## src/rtl/alu_mb_seq.sv

```systemverilog
// Multi-byte ALU sequencer: takes one NBYTES-wide op, issues it byte-serially to an 8-bit ALU and assembles the result.
// Latency: response valid NBYTES+1 clocks after the accept cycle (1 clock for an illegal command).
// Backpressure: one op in flight; req_ready low from accept until the response is taken with rsp_ready.
// Optional feature: define ALU_MB_SEQ_CARRY_CHAIN_EN so byte-0 carry-in comes from the previous op's final flag.
module alu_mb_seq #(
   parameter int NBYTES = 2
) (
   input  logic                clk,
   input  logic                reset_n,
   input  logic                req_valid,
   output logic                req_ready,
   input  logic [3:0]          req_cmd,
   input  logic [8*NBYTES-1:0] req_a,
   input  logic [8*NBYTES-1:0] req_b,
   output logic                rsp_valid,
   input  logic                rsp_ready,
   output logic [8*NBYTES-1:0] rsp_rslt,
   output logic                rsp_sc,
   output logic                rsp_pari,
   output logic                rsp_err,
   output logic [3:0]          alu_cmd,
   output logic [7:0]          alu_inA,
   output logic [7:0]          alu_inB,
   output logic                alu_sc_i,
   input  logic [7:0]          alu_rslt,
   input  logic                alu_sc_o,
   input  logic                alu_sc_clr,
   input  logic                alu_pari
);

   localparam int W  = 8 * NBYTES;
   localparam int CW = (NBYTES > 1) ? $clog2(NBYTES) : 1;
   localparam logic [CW-1:0] LAST = CW'(NBYTES - 1);

   typedef enum logic [1:0] {IDLE, RUN, DONE} state_t;

   state_t          state_q, state_d;
   logic [3:0]      cmd_q;
   logic [W-1:0]    a_q, b_q;
   logic [CW-1:0]   cnt_q;
   logic            sc_flag_q;
   logic            pari_q;
   logic            err_q;
   logic [W-1:0]    rslt_q;
   logic [3:0]      alu_cmd_q;
   logic [7:0]      alu_a_q, alu_b_q;
   logic            alu_sc_q;

   logic            req_illegal;
   logic            first_sc;
   logic [3:0]      src_cmd;
   logic [W-1:0]    src_a, src_b;
   logic [CW-1:0]   iss_step;
   logic [CW-1:0]   iss_pos;
   logic [3:0]      iss_cmd;
   logic [7:0]      iss_a, iss_b;
   logic [CW-1:0]   cur_pos;

   // Shifts to the right walk from the MSB byte down so the carry flows toward the LSB.
   function automatic logic [CW-1:0] byte_pos(input logic [3:0] cmd, input logic [CW-1:0] step);
      if (cmd == 4'd3 || cmd == 4'd4) begin
         return LAST - step;
      end
      return step;
   endfunction

   // Arithmetic shift right only sign-fills the MSB byte; lower bytes take the carry as a logical shift.
   function automatic logic [3:0] byte_cmd(input logic [3:0] cmd, input logic [CW-1:0] pos);
      if (cmd == 4'd3 && pos != LAST) begin
         return 4'd4;
      end
      return cmd;
   endfunction

   assign req_illegal = (req_cmd > 4'd8);

`ifdef ALU_MB_SEQ_CARRY_CHAIN_EN
   assign first_sc = sc_flag_q;
`else
   assign first_sc = 1'b0;
`endif

   assign cur_pos = byte_pos(cmd_q, cnt_q);

   // Select the byte to present to the ALU next: the first byte of a new request, or the following byte in RUN.
   always_comb begin
      src_cmd  = cmd_q;
      src_a    = a_q;
      src_b    = b_q;
      iss_step = cnt_q + CW'(1);
      if (state_q == IDLE) begin
         src_cmd  = req_cmd;
         src_a    = req_a;
         src_b    = req_b;
         iss_step = '0;
      end
      iss_pos = byte_pos(src_cmd, iss_step);
      iss_cmd = byte_cmd(src_cmd, iss_pos);
      iss_a   = src_a[{iss_pos, 3'b000} +: 8];
      iss_b   = src_b[{iss_pos, 3'b000} +: 8];
   end

   // State register.
   always_ff @(posedge clk or negedge reset_n) begin
      if (!reset_n) begin
         state_q <= IDLE;
      end else begin
         state_q <= state_d;
      end
   end

   // Next-state: illegal commands skip RUN; DONE waits for the consumer.
   always_comb begin
      state_d = state_q;
      case (state_q)
         IDLE: begin
            if (req_valid) begin
               state_d = req_illegal ? DONE : RUN;
            end
         end
         RUN: begin
            if (cnt_q == LAST) begin
               state_d = DONE;
            end
         end
         DONE: begin
            if (rsp_ready) begin
               state_d = IDLE;
            end
         end
         default: state_d = IDLE;
      endcase
   end

   // Handshake outputs decoded from the state.
   always_comb begin
      req_ready = (state_q == IDLE);
      rsp_valid = (state_q == DONE);
   end

   // Datapath: latch the op on accept, then per RUN cycle collect one ALU byte and stage the next one.
   always_ff @(posedge clk or negedge reset_n) begin
      if (!reset_n) begin
         cmd_q     <= 4'd0;
         a_q       <= '0;
         b_q       <= '0;
         cnt_q     <= '0;
         sc_flag_q <= 1'b0;
         pari_q    <= 1'b0;
         err_q     <= 1'b0;
         rslt_q    <= '0;
         alu_cmd_q <= 4'd0;
         alu_a_q   <= 8'd0;
         alu_b_q   <= 8'd0;
         alu_sc_q  <= 1'b0;
      end else begin
         case (state_q)
            IDLE: begin
               if (req_valid) begin
                  cmd_q  <= req_cmd;
                  a_q    <= req_a;
                  b_q    <= req_b;
                  cnt_q  <= '0;
                  pari_q <= 1'b0;
                  rslt_q <= '0;
                  err_q  <= req_illegal;
                  // An illegal op never touches the ALU, so its inputs keep the last issued byte.
                  if (!req_illegal) begin
                     alu_cmd_q <= iss_cmd;
                     alu_a_q   <= iss_a;
                     alu_b_q   <= iss_b;
                     alu_sc_q  <= first_sc;
                  end
               end
            end
            RUN: begin
               rslt_q[{cur_pos, 3'b000} +: 8] <= alu_rslt;
               sc_flag_q <= alu_sc_clr ? 1'b0 : alu_sc_o;
               pari_q    <= pari_q ^ alu_pari;
               if (cnt_q != LAST) begin
                  cnt_q     <= cnt_q + CW'(1);
                  alu_cmd_q <= iss_cmd;
                  alu_a_q   <= iss_a;
                  alu_b_q   <= iss_b;
                  // The raw ALU carry chains between bytes, independent of the clear qualifier.
                  alu_sc_q  <= alu_sc_o;
               end
            end
            default: ;
         endcase
      end
   end

   assign rsp_rslt = rslt_q;
   assign rsp_sc   = sc_flag_q & ~err_q;
   assign rsp_pari = pari_q;
   assign rsp_err  = err_q;
   assign alu_cmd  = alu_cmd_q;
   assign alu_inA  = alu_a_q;
   assign alu_inB  = alu_b_q;
   assign alu_sc_i = alu_sc_q;

endmodule
```

## config.mk

```make
export PLATFORM = sky130hd
export DESIGN_NAME = alu_mb_seq
export DESIGN_NICKNAME = d
export VERILOG_FILES = /design/src/rtl/alu_mb_seq.sv
export SDC_FILE = /design/constraint.sdc
export NUM_CORES = 1
export LEC_CHECK = 0
export ABC_CLOCK_PERIOD_IN_PS = 2500
export BUFFER_PORTS_ARGS = -buffer_cell sky130_fd_sc_hd__buf_2
export CORE_UTILIZATION = 35
export DETAILED_ROUTE_END_ITERATION = 8
export SETUP_SLACK_MARGIN = 0.4
export SLEW_MARGIN = 20
export SYNTH_ARGS = -nofsm -noshare
export SYNTH_HDL_FRONTEND = slang
export SYNTH_SLANG_ARGS = --single-unit
```

## constraint.sdc

```tcl
create_clock -name clk -period 2.5 [get_ports clk]
set_input_delay 0.375 -clock clk [delete_from_list [all_inputs] [get_ports clk]]
set_output_delay 0.375 -clock clk [all_outputs]
set_load 0.01 [all_outputs]
```

==> summary by stage, run 1 <==
Layout
The non-filler instance count after layout is approximately 560. For this run, the share of the core covered by cells in the final layout is a little under half. The net count of the finished layout is ~470. The area overhead of the layout relative to synthesis is 23.5%. In the final layout, flip-flops and latches occupy approximately 0.0020 mm^2. The proportion of layout cells with a drive suffix above 1 is a little under two fifths. Leaving out fill and tap cells, the most frequent cells in the layout are 91 x sky130_fd_sc_hd__buf_2, 79 x sky130_fd_sc_hd__dfrtp_1, 74 x sky130_fd_sc_hd__nand2_1. The area of the multi-input gates is ~0.0016 mm^2.

The repair_antennas step left the layout with diodes totalling 0. Leaving out fill and tap cells, the most frequent cell in the layout is sky130_fd_sc_hd__buf_2. The fill cell total of the finished layout is 965.

Clock network
The buffer depth of the longest clock path is 2. The root buffer cell chosen for the clock tree is sky130_fd_sc_hd__clkbuf_8. The number of setup buffers added after CTS is 0. The number of CTS-inserted buffers is 9. The clock drives 79 sinks.

TritonCTS built the clock tree. The source-to-sink clock delay at the later pin of the worst-skew pair is 0.36 ns. The number of levels in the clock H-tree is 3. The clock input transition at the sequential cells of the worst setup and hold paths is 0.09 ns.

Logic synthesis
After synthesis, the cell types taking the most area are sky130_fd_sc_hd__dfrtp_1 54%, sky130_fd_sc_hd__mux2_2 10%, sky130_fd_sc_hd__nand2_1 7.6%. In this run the biggest area consumer among cell types represents between 50% and 60% of the synthesized area. The synthesized design spends more area on one cell type than any other, namely sky130_fd_sc_hd__dfrtp_1. Among all flip-flop cells after synthesis, the most frequent one is sky130_fd_sc_hd__dfrtp_1. The post-synthesis sequential area ratio is around 54%. In this run the cell area of the synthesized design comes to approximately 0.0036 mm^2.

The async set or reset register ratio after synthesis is between 90% and 100%. The number of nets in the synthesized netlist is between 300 and 400. The register bit count reported by yosys is 79.

Synthesis handed over a netlist of 323 instances. The average instance in the mapped netlist occupies 11.3 um^2. The Yosys warning count is 0. The synthesized design contains 0 enable-type register cells. Yosys mapped the design onto 38 distinct sky130hd cell types.

Routing
The initial DRC count is between 60 and 70. In the routed design, unresolved DRC markers number 0. In this run the remaining antenna-violating nets after routing total 0.

Across all layers, the routed design uses about 2,800 vias. The via-per-instance ratio is roughly 5. Before antenna repair, the detailed router went through 6 iterations.

Summed over all layers, the routed wires come to 8990 um. The routed wirelength normalized by instance count is between 15 and 20 um.

Min path
The beginning of the worst hold path is alu_rslt[0]. The number of cells on the worst hold path is 3. The min-delay analysis places its worst path in the category primary input to flip-flop. For hold timing, the worst endpoint is rsp_rslt[0].

Pwr
Summed over all cells, the static leakage comes to 2.10 nW. In this run the power density over the cells is around 1300 mW/mm^2. VDD sags by at most about 530 uV.

STA
Setup repair after global routing left no endpoint under its margin. The pin slew with the least headroom to its limit is approximately 0.66 ns. The fraction of the cycle the final worst path needs is ~78%. After layout, the minimum clock period comes to 1.95 ns. The number of max-slew violations in the final report is 0. Based on the critical path, the design can be clocked at up to around 500 MHz. The worst slew margin relative to its limit is a little under three fifths. Hold is met by 0.239 ns.

The number of hold-slack violations in the final timing report was 0. The clock arrives with approximately 0.013 ns of skew. The accumulated negative setup slack is 0 ns. The worst setup slack after layout is approximately 0.55 ns. The number of setup violations in the final report is 0.

Floorplanning
The starting density of the core is roughly 37%. The width of the chip is slightly above 100 um. The full die area is roughly 0.011 mm^2. The standard-cell row count is 36.

The total core area is about 0.01 mm^2. The vertical extent of the die is approximately 100 um. a little over 90 I/O pins were placed.

Worst setup path
Data on the critical path is required at its endpoint by 2.72 ns. The logic depth of the worst register-to-register path is 5. The stage delay of the slowest cell on the critical path is 0.45 ns. Broken down by cell family, the worst path's largest delay share belongs to compound AO/OA/AOI/OAI gates. The nature of the critical path endpoint is a flip-flop. In this run the worst path has a maximum fanout of 15. In this run the critical register-to-register path is captured at alu_inA[4]. Counting buffers and inverters, the worst setup path is 5 cells deep. The signal arrival time at the worst endpoint is 2.17 ns. The launching point of the worst reg2reg path is cmd_q[0]. The cell that appears most often on the critical path is sky130_fd_sc_hd__a21oi_4. In this run the register-to-register setup slack is 0.55 ns.

For this design, the slowest cell found on the critical path is sky130_fd_sc_hd__or3b_4. The class of the most critical setup path is flip-flop to flip-flop. The critical path goes through or3b_4 > a21oi_4 > nor2_1 > a21oi_4 > o211ai_1. STA classifies the critical path startpoint as a flip-flop. The critical path contains buffers and inverters numbering 0 combined.

GRT
The first-pass GRT wire length is 15,100 um. The via count of the first global-routing pass is roughly 2,900. The initial antenna violation count is 0. For this run the aggregate overflow at the end of global routing stands at 0. The pin count of the biggest net entering global routing is 47.

In the global route stage, overall resource usage came out at approximately 18%.

Outcome
The flow ran to the end, and the final reports show no timing, DRC or antenna violations.

Placed design
Once placement completed, the tool counted placed cells totaling between 500 and 600. The total of buffers placed on input and output ports is 92. Detailed placement ended at an HPWL of between 6000 and 7000 um. The pre-CTS setup slack is roughly 0.25 ns. At the end of routability-driven placement, the weighted congestion stood at 0.769.

Flow run
Across the run, the number of max-cap violations was 0.
timing repair:
item	4_1_cts	5_1_grt
hold endpoints to repair	33	0
endpoints found under the setup margin	15	12
gates resized for setup	1	2
hold buffers	1	0
flip-flops by register name (all words and copies together), names as in the netlist:
| name | cells |
|---|---|
| rsp_err | 1 |
| state_q | 2 |
| alu_inB | 8 |
| sc_flag_q | 1 |
| alu_cmd | 4 |
| cnt_q | 1 |
| rsp_pari | 1 |
| alu_inA | 8 |
| alu_sc_i | 1 |
| rsp_rslt | 16 |
| cmd_q | 4 |
| b_q | 16 |
| a_q | 16 |
report_power, final:
group	internal, mW	switching (mW)	leakage [nW]
clock network	0.568	0.493	0.103
logic	1.13	1.27	1.02
registers	1.90	0.416	0.976
total	3.60	2.18	2.10
area by class of cell:
class                           count  share of cell area (%)
Multi-Input combinational cell    223                    34.9
Inverter                            3                   0.251
Clock buffer                       10                    2.84
Timing Repair Buffer              101                    12.2
Tap cell                          133                    3.70
Clock inverter                      6                    2.06
Sequential cell                    79                    44.0
worst reg2reg max path, delay by kind of cell (launching register included):
kind	cells	cell delay [ns]
compound gates	3	0.83
flops	1	0.43
simple gates	2	0.55
through the flow:
step	power, mW	area, um^2
floorplan	3.92	3640
global placement	4.66	4250
detailed placement	4.74	4250
CTS	5.83	4490
global route	6.22	4490
finish	5.77	4490
routing by layer:
layer	up-vias	share of wire, %	global-route usage (%)	routed length (um)
met1	1365	46	22.9	4170
met4	0	0.89	4.59	80
met5	-	0	0	0
li1	1332	-	-	-
met3	7	5.9	5.20	527
met2	71	47	29.1	4210
cells by family after synthesis:
kind of cell	count (synthesis)	share of synthesized area, %
multiplexers	54	16.0
AO/OA/AOI/OAI	69	13.9
AND/OR/NAND/NOR	99	12.3
buffers and inverters	21	3.16
flip-flops	79	54.4
XOR/XNOR	1	0.241
cells in the mapped netlist (all sizes together), types with 2 or more instances:
library cell  instances
o211ai               15
inv                   3
dfrtp                79
nor2b                 3
a22oi                17
a21oi                 4
mux2i                21
nor3b                 3
o31ai                 3
buf                  14
mux2                 33
clkbuf                4
or3b                  3
nand3b                2
nor2                  7
o21ai                24
and2                  2
nand2                74
worst max path at each step:
stage                           from           to  slack, ns
after floorplan             cmd_q[0]  rsp_rslt[6]       0.69
after global placement    req_cmd[1]   alu_inB[1]       0.34
after detailed placement  req_cmd[1]   alu_inA[1]       0.25
after CTS                 state_q[1]    req_ready       0.46
after global routing        cmd_q[0]   alu_inB[3]       0.41
final                       cmd_q[0]   alu_inA[4]       0.55
No activity file was read; power rests on OpenSTA's default activity.
==> run 2, diff against run 1 <==
Settings changed: ABC_AREA set to 1, ABC_CLOCK_PERIOD_IN_PS 2500 to 1800.
Clock period 2.5 ns to 1.8 ns, I/O delays scaled along.
==> run 2 against run 1 <==
  * Sequential share of layout area is 9.9 points lower
  * Critical path depth is 6 higher
  * Clock power is 89% higher
  * Total power is 110% higher
  * Final area is 29% higher
  * First-iteration DRC count grew to 3.8 times the previous value
  * Critical path type unchanged
  * Critical endpoint is now alu_inA[3]
  * Highest routed layer unchanged
==> summary by stage, run 2 <==
Layout
The final core utilization was 52.9% (+7.6 points). The fill cell total of the finished layout is 1,000 (+3.6%). The area overhead of the layout relative to synthesis is 45.7%.

The library cell used most frequently in the layout, excluding fill and tap cells, is sky130_fd_sc_hd__nand2_1. The number of nets in the layout is 665 (+42%). The proportion of layout cells with a drive suffix above 1 came to 43.3% (+5.1 points).

The area used by sequential logic in the layout is 0.00198 mm^2 (+0.13%). The area of the multi-input gates is 0.00221 mm^2 (+41%). In the layout the commonest cells are 110 x sky130_fd_sc_hd__nand2_1, 89 x sky130_fd_sc_hd__buf_2, 77 x sky130_fd_sc_hd__dfrtp_1.

Pwr
The ratio of total power to cell area is 2100 mW/mm^2 (+63%). The leakage power summed over all cells is 2.98 nW (+42%). The part of the power in combinational logic was 58.3% (+17 points). The switching part of the total power is 45.7% (+8.0 points).

The clock share of power is 16.4% (-2.0 points). The total power was 12.2 mW (+110%). The fraction of power consumed by sequential logic is 25.2% (-15 points). The internal power is 6.61 mW (+84%). The maximum ir drop on the vdd rail was 849 uV (+60%). The power spent charging and discharging nets came to 5.57 mW (+160%).

STA
The maximum operating frequency was 565 MHz (+10%). The worst slew margin relative to its limit is 52.4% (-3.1 points). Setup repair after global routing could not meet its margin everywhere. The number of setup violations in the final report came to 0 (unchanged). The fraction of the cycle the final worst path needs came to 98.4% (+20 points). The number of hold-slack violations in the final timing report came to 0 (unchanged). The pin slew with the least headroom to its limit is 0.711 ns (+0.0491 ns).

The number of max-slew violations in the final report is 0 (unchanged). The final hold slack is 0.107 ns (-0.133 ns). The clock period minus final worst setup slack is 1.77 ns (-0.182 ns). The worst setup slack after layout is 0.0286 ns (-0.518 ns). The worst-case clock skew is 0.00687 ns (-0.00588 ns).

Routing
The remaining antenna violation count is 0 (unchanged). The total DRC errors in the routed layout is 0 (unchanged). The first-pass detailed-route iteration total came to 5 (-1). The via-per-instance ratio was 5.03 (+0.55%). The routed wirelength normalized by instance count was 16.1 um (-0.56%). The initial DRC count is 233 (+280%). The total number of vias is 3,821 (+38%).

The final wirelength is 12,200 um (+36%).

Floorplanning
The total core area is 0.0110 mm^2 (+11%). The full die area was 0.0118 mm^2 (+9.4%). The standard-cell row count is 38 (+5.6%). The width of the chip is 109 um (+4.6%). The starting density of the core is 36.3% (-0.40 points). The vertical extent of the die is 109 um (+4.6%). The number of top-level pins was 93 (unchanged).

GRT
The pin count of the biggest net entering global routing is 70 (+49%). The via count of the first global-routing pass came to 3,577 (+22%). The overall track demand over capacity in global routing is 19.5% (+1.8 points). The global route total overflow came to 0 (unchanged).

The initial antenna violation count was 0 (unchanged). The first-pass GRT wire length is 17,600 um (+17%).

Clock network
The number of CTS-inserted buffers is 9 (unchanged). The source-to-sink clock delay at the later pin of the worst-skew pair is 0.34 ns (-0.02 ns). The buffer depth of the longest clock path is 2 (unchanged). The sink count of the clock tree is 79 (unchanged).

The clock input transition at the sequential cells of the worst setup and hold paths is 0.06 ns (-0.03 ns). The number of levels in the clock H-tree was 3 (unchanged). TritonCTS built the clock tree. The clock root buffer is sky130_fd_sc_hd__clkbuf_16.

Placed design
The placer congestion estimate was 0.803 (+4.5%). The pre-CTS setup slack came to -0.0300 ns (-0.279 ns). The total of buffers placed on input and output ports is 92 (unchanged). The placed wire-length estimate is 7130 um (+19%).

Logic synthesis
The count of distinct cell types in the synthesized netlist is 27 (-29%). The cell area after synthesis is 0.00399 mm^2 (+9.6%). The post-synthesis sequential area ratio came to 49.6% (-4.8 points).

Sorting the synthesized cells by area gives the leading types as sky130_fd_sc_hd__dfrtp_1 50%, sky130_fd_sc_hd__nand2_1 13%, sky130_fd_sc_hd__o21ai_0 7.3%. For this run, the leading register cell type out of synthesis is sky130_fd_sc_hd__dfrtp_1. Sorting the synthesized cells by how often they occur yields 139 x sky130_fd_sc_hd__nand2_1, 79 x sky130_fd_sc_hd__dfrtp_1, 58 x sky130_fd_sc_hd__o21ai_0. By instance count, the leading cell after synthesis is sky130_fd_sc_hd__nand2_1.

The number of instances in the synthesized netlist was 491 (+52%). The async set or reset register ratio after synthesis was 100% (unchanged). The count of flip-flops with a built-in enable after synthesis is 0 (unchanged).

The area share of the largest cell type after synthesis is 49.6% (-4.8 points). The cell type with the largest total area after synthesis is sky130_fd_sc_hd__dfrtp_1. The Yosys warning count is 0 (unchanged). The number of nets in the synthesized netlist was 542 (+45%). The register bit count reported by yosys is 79 (unchanged). The mean cell area of the mapped netlist is 8.12 um^2 (-28%).

Worst setup path
The signal arrival time at the worst endpoint was 2.00 ns (-0.17 ns). The type of element launching the critical path is a flip-flop. The nature of the critical path endpoint is a flip-flop.

The flop-to-flop setup slack is 0.03 ns (-0.52 ns). The setup path with the least slack is of type flip-flop to flip-flop. The required time of the critical path came to 2.03 ns (-0.69 ns).

The largest driver fanout on the critical path came to 8 (-7).

Flow run
The count of max-cap constraint violations is 0 (unchanged).

Outcome
The run finished with clean final reports.

Min path
The kind of path behind the tightest hold check is primary input to flip-flop.
==> run 2: cell types whose count changed after synthesis, sizes merged, moves of 15 or more <==
cell,previous run,this run
a22oi,17,0
inv,3,49
mux2,33,0
mux2i,21,0
nand2,74,156
nand3,0,66
nor2,7,28
o211ai,15,0
o21ai,24,60
==> run 2: power groups by stage <==
stage / Clock (mW) / Combinational [mW] / Sequential (mW)
floorplan: 0 / 3.43 / 3.14
global placement: 0 / 4.61 / 3.03
detailed placement: 0 / 4.70 / 3.05
CTS: 2.02 / 5.46 / 3.04
global route: 2.09 / 7.76 / 3.15
finish: 2.00 / 7.10 / 3.08
==> run 2: cell families (layout without fill, tap and decap cells) <==
kind of cell	count (synthesis)	in the layout	synth area share, %
AO/OA/AOI/OAI	85	85	11.1
XOR/XNOR	2	2	0.439
buffers and inverters	74	196	8.44
flip-flops	79	79	49.6
other	0	1	0
AND/OR/NAND/NOR	251	257	30.4
==> run 2: final cells by class <==
| class | count | area share [%] |
|---|---|---|
| timing repair inverter | 3 | 0.624 |
| multi-input combinational | 344 | 38.0 |
| clock buffer | 11 | 4.18 |
| timing repair buffer | 128 | 14.9 |
| clock inverter | 5 | 1.40 |
| inverter | 49 | 3.77 |
| sequential | 79 | 34.1 |
| antenna | 1 | 0.0431 |
| tap | 140 | 3.01 |
==> run 2: path summary, 6_finish.rpt <==
check	cells after the start	startpoint	end
worst max-delay path	11	state_q[1]	alu_inA[3]
worst min-delay path	2	alu_sc_clr	sc_flag_q
worst max register to register	11	state_q[1]	alu_inA[3]
worst min register to register	1	rsp_pari	rsp_pari
max in group asynchronous	3	reset_n	b_q[11]
min in group asynchronous	2	reset_n	b_q[1]
==> run 2: layer usage <==
layer	GRT usage (%)	wire (um)	part of all wire, %
met4	6.95	163	1.3
met3	5.62	770	6.3
met1	24.4	5310	43
met2	32.1	5990	49
met5	0	0	0
==> run 2: what timing repair did <==
item	in CTS	in global routing
gates resized for setup	32	109
endpoints found under the setup margin	50	78
hold endpoints to repair	37	0
hold buffers	1	0
buffers inserted	8	14
pin swaps	13	40
cloned	5	6
==> run 2: worst max-delay path, stage by stage (launching register included) <==
cell                      delay, ns
sky130_fd_sc_hd__dfrtp_2       0.44
sky130_fd_sc_hd__nor2_4        0.18
sky130_fd_sc_hd__buf_12        0.17
sky130_fd_sc_hd__nand2_4       0.05
sky130_fd_sc_hd__o21ai_2       0.10
sky130_fd_sc_hd__nor2_4        0.08
sky130_fd_sc_hd__nand2_8       0.13
sky130_fd_sc_hd__nand2_8       0.12
sky130_fd_sc_hd__nand2_8       0.14
sky130_fd_sc_hd__nand3_2       0.08
sky130_fd_sc_hd__nand3_1       0.09
sky130_fd_sc_hd__nand2_1       0.06
==> run 2: through the flow <==
step | std cells | instance area, um^2 | setup TNS, ns
final | 760 | 5810 | 0
after global routing | 759 | 5810 | -0.168
after CTS | 739 | 5170 | 0
after detailed placement | 709 | 4600 | -0.187
after global placement | 709 | 4600 | 0
after floorplan | 491 | 4000 | 0
